File: src/rtl/render_scan_ctrl_pkg.sv
// Chunk codes, default 640x480@60 timing and the stage-1 pipeline record shared with the renderer.
// TILE_GRID_EN adds the two tile-edge flags to the stage-1 record.
package render_scan_ctrl_pkg;

  typedef enum logic [3:0] {
    PLAYER_UP    = 4'd0,
    PLAYER_DOWN  = 4'd1,
    PLAYER_LEFT  = 4'd2,
    PLAYER_RIGHT = 4'd3,
    BOX          = 4'd4,
    TARGET       = 4'd5,
    WALL         = 4'd6,
    GROUND       = 4'd7,
    SIDE         = 4'd8
  } chunk_e;

  localparam int DEF_H_ACTIVE   = 640;
  localparam int DEF_H_FP       = 16;
  localparam int DEF_H_SYNC     = 96;
  localparam int DEF_H_BP       = 48;
  localparam int DEF_V_ACTIVE   = 480;
  localparam int DEF_V_FP       = 10;
  localparam int DEF_V_SYNC     = 2;
  localparam int DEF_V_BP       = 33;
  localparam int DEF_TILE_SHIFT = 5;
  localparam int DEF_MAP_W      = 16;
  localparam int DEF_MAP_H      = 12;
  localparam int DEF_ADDR_W     = 8;

  // Wide enough for 800 columns and 525 lines.
  localparam int CNT_W = 10;

  localparam logic [11:0] GRID_RGB  = 12'h222;
  localparam logic [11:0] BLANK_RGB = 12'h000;

  typedef struct packed {
    logic vld;
    logic active;
    logic in_map;
    logic hs;
    logic vs;
`ifdef TILE_GRID_EN
    logic grid_x;
    logic grid_y;
`endif
  } s1_t;

  function automatic s1_t s1_idle();
    s1_t s;
    s    = '0;
    s.hs = 1'b1;
    s.vs = 1'b1;
    return s;
  endfunction

endpackage

File: src/rtl/render_scan_ctrl_vga_timing.sv
// Raster counters stepped by the pixel strobe, with active-area and raw active-low sync decode.
// Counters freeze while pix_en is low; frame_start is a combinational strobe at (0,0).
module vga_timing
  import render_scan_ctrl_pkg::*;
#(
  parameter int H_ACTIVE = DEF_H_ACTIVE,
  parameter int H_FP     = DEF_H_FP,
  parameter int H_SYNC   = DEF_H_SYNC,
  parameter int H_BP     = DEF_H_BP,
  parameter int V_ACTIVE = DEF_V_ACTIVE,
  parameter int V_FP     = DEF_V_FP,
  parameter int V_SYNC   = DEF_V_SYNC,
  parameter int V_BP     = DEF_V_BP
) (
  input  logic             clk,
  input  logic             rst,
  input  logic             pix_en,
  output logic [CNT_W-1:0] h_cnt,
  output logic [CNT_W-1:0] v_cnt,
  output logic             active,
  output logic             hs_raw,
  output logic             vs_raw,
  output logic             frame_start
);

  localparam int H_TOTAL = H_ACTIVE + H_FP + H_SYNC + H_BP;
  localparam int V_TOTAL = V_ACTIVE + V_FP + V_SYNC + V_BP;

  localparam logic [CNT_W-1:0] H_LAST = CNT_W'(H_TOTAL - 1);
  localparam logic [CNT_W-1:0] V_LAST = CNT_W'(V_TOTAL - 1);
  localparam logic [CNT_W-1:0] H_ACT  = CNT_W'(H_ACTIVE);
  localparam logic [CNT_W-1:0] V_ACT  = CNT_W'(V_ACTIVE);
  localparam logic [CNT_W-1:0] HS_BEG = CNT_W'(H_ACTIVE + H_FP);
  localparam logic [CNT_W-1:0] HS_END = CNT_W'(H_ACTIVE + H_FP + H_SYNC);
  localparam logic [CNT_W-1:0] VS_BEG = CNT_W'(V_ACTIVE + V_FP);
  localparam logic [CNT_W-1:0] VS_END = CNT_W'(V_ACTIVE + V_FP + V_SYNC);

  logic h_wrap;
  logic v_wrap;

  assign h_wrap = (h_cnt == H_LAST);
  assign v_wrap = (v_cnt == V_LAST);

  always_ff @(posedge clk) begin
    if (rst) begin
      h_cnt <= '0;
      v_cnt <= '0;
    end else if (pix_en) begin
      h_cnt <= h_wrap ? '0 : h_cnt + CNT_W'(1);
      if (h_wrap) begin
        v_cnt <= v_wrap ? '0 : v_cnt + CNT_W'(1);
      end
    end
  end

  assign active = (h_cnt < H_ACT) && (v_cnt < V_ACT);
  assign hs_raw = ~((h_cnt >= HS_BEG) && (h_cnt < HS_END));
  assign vs_raw = ~((v_cnt >= VS_BEG) && (v_cnt < VS_END));

  // Gated by rst so no pulse escapes while the counters are being held at zero.
  assign frame_start = pix_en && !rst && (h_cnt == '0) && (v_cnt == '0);

endmodule

File: src/rtl/render_scan_ctrl.sv
// Raster scan controller: map-RAM tile addressing, chunk hand-off to the renderer, VGA pin alignment.
// Colour and sync reach the pins 2 pix_en ticks after the counter position; all state holds while pix_en is low. TILE_GRID_EN overlays a tile grid.
module render_scan_ctrl
  import render_scan_ctrl_pkg::*;
#(
  parameter int H_ACTIVE   = DEF_H_ACTIVE,
  parameter int H_FP       = DEF_H_FP,
  parameter int H_SYNC     = DEF_H_SYNC,
  parameter int H_BP       = DEF_H_BP,
  parameter int V_ACTIVE   = DEF_V_ACTIVE,
  parameter int V_FP       = DEF_V_FP,
  parameter int V_SYNC     = DEF_V_SYNC,
  parameter int V_BP       = DEF_V_BP,
  parameter int TILE_SHIFT = DEF_TILE_SHIFT,
  parameter int MAP_W      = DEF_MAP_W,
  parameter int MAP_H      = DEF_MAP_H,
  parameter int ADDR_W     = DEF_ADDR_W
) (
  input  logic              clk,
  input  logic              rst,
  input  logic              pix_en,
  output logic [ADDR_W-1:0] map_addr,
  input  logic [3:0]        map_data,
  output logic [3:0]        chunk_type,
  input  logic [11:0]       rgb_in,
  output logic [11:0]       vga_rgb,
  output logic              vga_hs,
  output logic              vga_vs,
  output logic              frame_start
);

  localparam logic [CNT_W-1:0] MAP_W_C = CNT_W'(MAP_W);
  localparam logic [CNT_W-1:0] MAP_H_C = CNT_W'(MAP_H);

  logic [CNT_W-1:0]  h_cnt;
  logic [CNT_W-1:0]  v_cnt;
  logic              active;
  logic              hs_raw;
  logic              vs_raw;
  logic [CNT_W-1:0]  tile_x;
  logic [CNT_W-1:0]  tile_y;
  logic              in_map;
  logic [ADDR_W-1:0] map_addr_nxt;
  s1_t               s1_d;
  s1_t               s1_q;
  logic [11:0]       rgb_nxt;

  vga_timing #(
    .H_ACTIVE (H_ACTIVE),
    .H_FP     (H_FP),
    .H_SYNC   (H_SYNC),
    .H_BP     (H_BP),
    .V_ACTIVE (V_ACTIVE),
    .V_FP     (V_FP),
    .V_SYNC   (V_SYNC),
    .V_BP     (V_BP)
  ) u_timing (
    .clk         (clk),
    .rst         (rst),
    .pix_en      (pix_en),
    .h_cnt       (h_cnt),
    .v_cnt       (v_cnt),
    .active      (active),
    .hs_raw      (hs_raw),
    .vs_raw      (vs_raw),
    .frame_start (frame_start)
  );

  assign tile_x       = h_cnt >> TILE_SHIFT;
  assign tile_y       = v_cnt >> TILE_SHIFT;
  assign in_map       = active && (tile_x < MAP_W_C) && (tile_y < MAP_H_C);
  assign map_addr_nxt = ADDR_W'(tile_y * MAP_W_C + tile_x);

  always_comb begin
    s1_d        = '0;
    s1_d.vld    = 1'b1;
    s1_d.active = active;
    s1_d.in_map = in_map;
    s1_d.hs     = hs_raw;
    s1_d.vs     = vs_raw;
`ifdef TILE_GRID_EN
    s1_d.grid_x = (h_cnt[TILE_SHIFT-1:0] == '0);
    s1_d.grid_y = (v_cnt[TILE_SHIFT-1:0] == '0);
`endif
  end

  // Off-map pixels keep the previous address so the RAM read port stays quiet.
  always_ff @(posedge clk) begin
    if (rst) begin
      s1_q     <= s1_idle();
      map_addr <= '0;
    end else if (pix_en) begin
      s1_q <= s1_d;
      if (in_map) begin
        map_addr <= map_addr_nxt;
      end
    end
  end

  assign chunk_type = s1_q.in_map ? map_data : 4'(SIDE);

  always_comb begin
    rgb_nxt = BLANK_RGB;
    if (s1_q.vld && s1_q.active) begin
      rgb_nxt = rgb_in;
`ifdef TILE_GRID_EN
      if (s1_q.in_map && (s1_q.grid_x || s1_q.grid_y)) begin
        rgb_nxt = GRID_RGB;
      end
`endif
    end
  end

  always_ff @(posedge clk) begin
    if (rst) begin
      vga_rgb <= BLANK_RGB;
      vga_hs  <= 1'b1;
      vga_vs  <= 1'b1;
    end else if (pix_en) begin
      vga_rgb <= rgb_nxt;
      vga_hs  <= s1_q.hs;
      vga_vs  <= s1_q.vs;
    end
  end

endmodule

File: config.mk
export PLATFORM = sky130hd
export DESIGN_NAME = render_scan_ctrl
export DESIGN_NICKNAME = d
export VERILOG_FILES = /design/src/rtl/render_scan_ctrl_pkg.sv /design/src/rtl/render_scan_ctrl_vga_timing.sv /design/src/rtl/render_scan_ctrl.sv
export SDC_FILE = /design/constraint.sdc
export NUM_CORES = 1
export LEC_CHECK = 0
export ABC_AREA = 1
export CORE_MARGIN = 2
export CORE_UTILIZATION = 41
export CTS_CLUSTER_SIZE = 20
export DETAILED_ROUTE_END_ITERATION = 10
export PLACE_DENSITY = 0.65
export SYNTH_ARGS = -nofsm -noshare
export SYNTH_HDL_FRONTEND = slang
export SYNTH_SLANG_ARGS = --single-unit
File: constraint.sdc
create_clock -name clk -period 1.47 [get_ports clk]
set_clock_uncertainty 0.1 [all_clocks]
set_input_delay 0.2205 -clock clk [delete_from_list [all_inputs] [get_ports clk]]
set_output_delay 0.2205 -clock clk [all_outputs]
set_load 0.05 [all_outputs]
# Word-level counts from Yosys, hierarchy flattened
# Index checks and enable logic that the tools add are counted.
[op_classes]
n_addsub = 3
n_lt_le_gt_ge = 8
n_eq_ne = 2
mux = 4
bitwise_logic = 2
n_reduce_logical = 14
[op_table]
columns = ["cell", "n"]
rows = [
  ["adder 10 x 1 -> 10 bit (second input constant)", 2],
  ["== test 10 bit (second input constant)", 2],
  ["logical NOT 10 bit", 2],
  ["< comparator 10 bit (second input constant)", 2],
  ["< comparator 10 x 9 -> 1 bit (second input constant)", 2],
  ["two-way mux 10 bit", 2],
  ["two-way mux 12 bit", 1],
  ["greater-or-equal comparator 10 bit (second input constant)", 1],
  ["greater-or-equal comparator 10 x 9 -> 1 bit (second input constant)", 1],
  ["logical AND 1 bit", 9],
  ["adder 8 x 5 -> 8 bit", 1],
  ["< comparator 5 x 4 -> 1 bit (second input constant)", 1],
  ["< comparator 5 bit (second input constant)", 1],
  ["two-way mux 4 bit", 1],
  ["AND reduction 2 bit", 2],
  ["NOT 1 bit", 2],
  ["logical NOT 1 bit", 1],
]
[word_totals]
register_bits = 47
out_inout_bits = 27
wordCells = 44

# Depth between registers and ports, before layout
[logic_depth]
ltp_word = 5
ltp_mapped = 9

# Cells and area by module
# From an unflattened synthesis, not the netlist that was laid out.
[unflattened]
hier_cells = 360
hier_area_um2 = 2427.3
[by_module_without_submodules]
columns = ["module", "n_inst", "cells_per_inst", "area_each_um2", "seq_area_each_um2"]
rows = [
  ["vga_timing", 1, 191, 1243.7, 400.4],
  ["render_scan_ctrl", 1, 169, 1183.6, 540.5],
]

# Worst setup path before layout
# No wires, ideal clock.
[synth_timing]
kind = "register to output"
from = "register u_timing.v_cnt[7]"
to = "output port frame_start"
t_arrival_ns = 1.209
t_required_ns = 1.150
slack_ns = -0.060
stages_incl_launch_ff = 6
path_cell_list = "dfxtp_1 -> buf_2 -> nor2_1 -> nand2_1 -> nor3_1 -> and3_1"
[synth_between]
elab_chain_len = 2
[synth_rtl]
columns = ["element", "line_no", "rtl"]
rows = [
  ["start: declaration", "render_scan_ctrl_vga_timing.sv:19", "output logic [CNT_W-1:0] v_cnt,"],
  ["start signal: assignment", "render_scan_ctrl_vga_timing.sv:51", "v_cnt <= v_wrap ? '0 : v_cnt + CNT_W'(1);"],
  ["logical NOT 10 bit", "render_scan_ctrl_vga_timing.sv:61", "assign frame_start = pix_en && !rst && (h_cnt == '0) && (v_cnt == '0);"],
  ["logical AND 1 bit", "render_scan_ctrl_vga_timing.sv:61", ""],
  ["end: declaration", "render_scan_ctrl.sv:29", "output logic frame_start"],
]
# Every way passes these cells.

# Final worst setup path
[layout_timing]
from = "register u_timing.v_cnt[5]"
to = "output port frame_start"
# Same word-level chain as after synthesis.

==> results by group <==
Place
  – Detailed Place HPWL: 4280 um
  – GPL Wtd Cong: between 0.8 and 0.9
  – Port Buffers: 45
  – Inst Count DP: 470

Logic synthesis
  – Syn Area/Cell: 6.92 um2
  – Post-synthesis mux area share: 0%
  – Syn nets: 368
  – Area share of fa/ha/maj cells after synthesis: 3.16%
  – Synth Cell Area: 0.00237 mm2
  – Synth Area in Compound Gates: 10.9%
  – Yosys cell types: 27
  – Largest family of logic cells by synthesized area: simple AND/OR/NAND/NOR gates
  – Most frequent cell after synthesis: nand2_1
  – Ys async rst share: 0%
  – Synth Area in XOR/XNOR: 2.21%
  – Sequential element share of the synthesized area: 39.6%
  – Post-Syn Instances: 343
  – Area share of and/or/nand/nor cells after synthesis: 32.0%
  – #FFs+latches synth: 47
  – Commonest cells post-synth: nand2_1 (81), inv_1 (54), dfxtp_1 (47)
  – Top_reg_cell synth: dfxtp_1
  – Warnings, synthesis: 0
  – Dominant cell type by area after synthesis: dfxtp_1
  – Ranking of synthesized cells by area: dfxtp_1 (40%), nand2_1 (13%), inv_1 (8.5%)
  – Synth top area share: 39.6%
  – Post-synth EDFFs: 0

Route
  – DRC viols: 0
  – Post-DR wirelength/cell: 12.6 um
  – Total iterations of the first detailed-routing run: 4
  – 1st-iter DRT viols: 137
  – Final Routed Wirelength: 6160 um
  – DR vias/cell: 4.83
  – DRT antenna net count: 0
  – Vias: 2351

Power and ir drop
  – Power, Total: 0.00278 W
  – Leakage: 1.68 nW
  – Power density over the cells: 755 mW/mm2
  – Worst ir drop on vdd: 0.000597 V

STA
  – RSZ-0062 raised after global routing: true
  – Final Max Tran Viols: 0
  – Final worst setup slack: -0.319 ns
  – Minimum clock period after layout: 1.79 ns
  – Rel. slew slack: 69.1%
  – Hold slack final: 0.375 ns
  – Setup_tns: -2.29 ns
  – Least-Margin Pin Slew: 0.463 ns
  – Setup violators final: 17
  – Fmax: 0.559 GHz
  – Endpoints failing hold: 0
  – Fin crit share: 122%

Layout
  – Register area: around 950 um2
  – Finished Layout Cells: 487
  – N_diodes: 0
  – Fill cells: 442
  – Final #Nets: 439
  – Layout cell share with drive strength beyond 1: 29.4%
  – Area Growth Syn to Fin: 54.8%
  – Multi-input logic area: 0.00129 mm2

Clock tree
  – CTS H-tree lvls: 2
  – Clock Sink Count: 47
  – Hold_buf cts: 0
  – CTS buffer count: 5
  – Clk_lat worst skew: 0.30 ns
  – Clock transition at path regs: about 0.080 ns
  – CTS root buf: clkbuf_8
  – CTS tree: yes
  – CTS Buffer Depth: 2

Global route
  – Initial antenna violation count: 0
  – Global route overflow: 0
  – GRT Util Overall: 19.7%
  – First-pass GRT wire length: 10000 um
  – Vias in the first global route: 2223
  – Largest net degree at the start of global routing: 32

Worst setup path
  – WP data required: 1.15 ns
  – CP Launch Type: register
  – Critical path origin: u_timing.v_cnt[5]
  – Reg2reg start: u_timing.h_cnt[1]
  – Critical Path AT: between 1 and 1.5 ns
  – Crit Path Class: register to output port
  – Crit end category: output port
  – Crit path max fanout: 5

Die
  – Cell Rows: 27
  – DIE AREA: 0.00642 mm2
  – Die H: 80.1 um
  – Core area: 0.00554 mm2
  – Die width: 80.1 um
  – IO Pins: 46
  – Initial Utilization: 42.9%

Hold path
  – Hold Path Class: register to register
  – Min-Delay Startpoint: s1_q[1]

Job
  – Max cap viols: 0

Outcome
  – Status: complete, but fails checks
  – Failing checks: setup timing
-- state kept, by name, summed over array words and instances (netlist names) --
signal	flops
s1_q	5
u_timing.h_cnt	10
map_addr	8
vga_vs	1
vga_hs	1
vga_rgb	12
u_timing.v_cnt	10
-- final cells by class --
| class | instances | area share [%] |
|---|---|---|
| Multi-Input combinational cell | 224 | 35.1 |
| Timing Repair Buffer | 79 | 28.0 |
| Sequential cell | 47 | 25.9 |
| Inverter | 57 | 5.89 |
| Clock buffer | 8 | 2.72 |
| Tap cell | 72 | 2.45 |
-- path summary, 6_finish.rpt --
| check | endpoint | slack, ns | depth (start not counted) |
|---|---|---|---|
| worst max-delay path | frame_start | -0.32 | 5 |
| worst min-delay path | vga_hs | 0.38 | 2 |
| worst max register to register | u_timing.h_cnt[3] | -0.17 | 9 |
| worst min register to register | vga_hs | 0.38 | 2 |
-- logic make-up after synthesis --
group,Yosys count
simple gates,170
buf+inv,72
flops,47
compound gates,42
xor+xnor,6
fa+ha+maj,6
-- worst max-delay path, stage by stage (launching register included) --
cell and delay [ns]:
dfxtp_2 0.36, nor2_1 0.15, nand2_1 0.09, nor3_2 0.20, and3_4 0.23, buf_12 0.13
-- through the flow --
step                worst slack (ns)  util (%)  cell area [um2]
detailed placement            -0.256      59.8             3310
CTS                           -0.317      63.3             3510
floorplan                     0.0621         -             2380
global placement              -0.241      59.8             3310
finish                        -0.319      66.4             3680
global route                  -0.344      66.4             3680
-- placed cells by master, fill, tap and decap left out, types with 2 or more instances in the layout --
master / instances
nor3_1: 6
nor2_4: 2
nand4_4: 2
nand2_2: 10
nand3_1: 26
dfxtp_1: 41
buf_4: 26
a21oi_2: 4
ha_4: 3
inv_1: 47
nor2_2: 4
nand2_1: 72
nand2_4: 3
nor2_1: 30
nor3_2: 3
inv_2: 9
buf_12: 28
clkdlybuf4s50_1: 18
nand3_2: 5
o21ai_0: 10
buf_6: 6
o211ai_1: 12
dfxtp_2: 5
ha_1: 3
nand4_1: 6
a21oi_1: 13
clkbuf_8: 7
xor2_1: 6
-- where the power goes --
| group | total [W] | leakage [nW] | switching (W) | internal [W] |
|---|---|---|---|---|
| Clock | 0.000834 | 0.0515 | 0.000405 | 0.000429 |
| Combinational | 0.000570 | 1.24 | 0.000285 | 0.000285 |
| Sequential | 0.00137 | 0.387 | 0.0000552 | 0.00132 |
-- per-layer routing --
| layer | wire [um] | GRT usage [%] |
|---|---|---|
| met5 | 0 | 0 |
| met4 | 104 | 8.47 |
| met3 | 287 | 3.15 |
| met2 | 3040 | 32.8 |
| met1 | 2720 | 25.3 |
-- what timing repair did --
item | in CTS | in global routing
endpoints found under the setup margin | 17 | 20
cloned | 0 | 1
hold endpoints to repair | 0 | 0
buffers inserted | 5 | 4
pin swaps | 7 | 15
gates resized for setup | 18 | 36
Note: power is estimated with default switching activity, not from simulation.
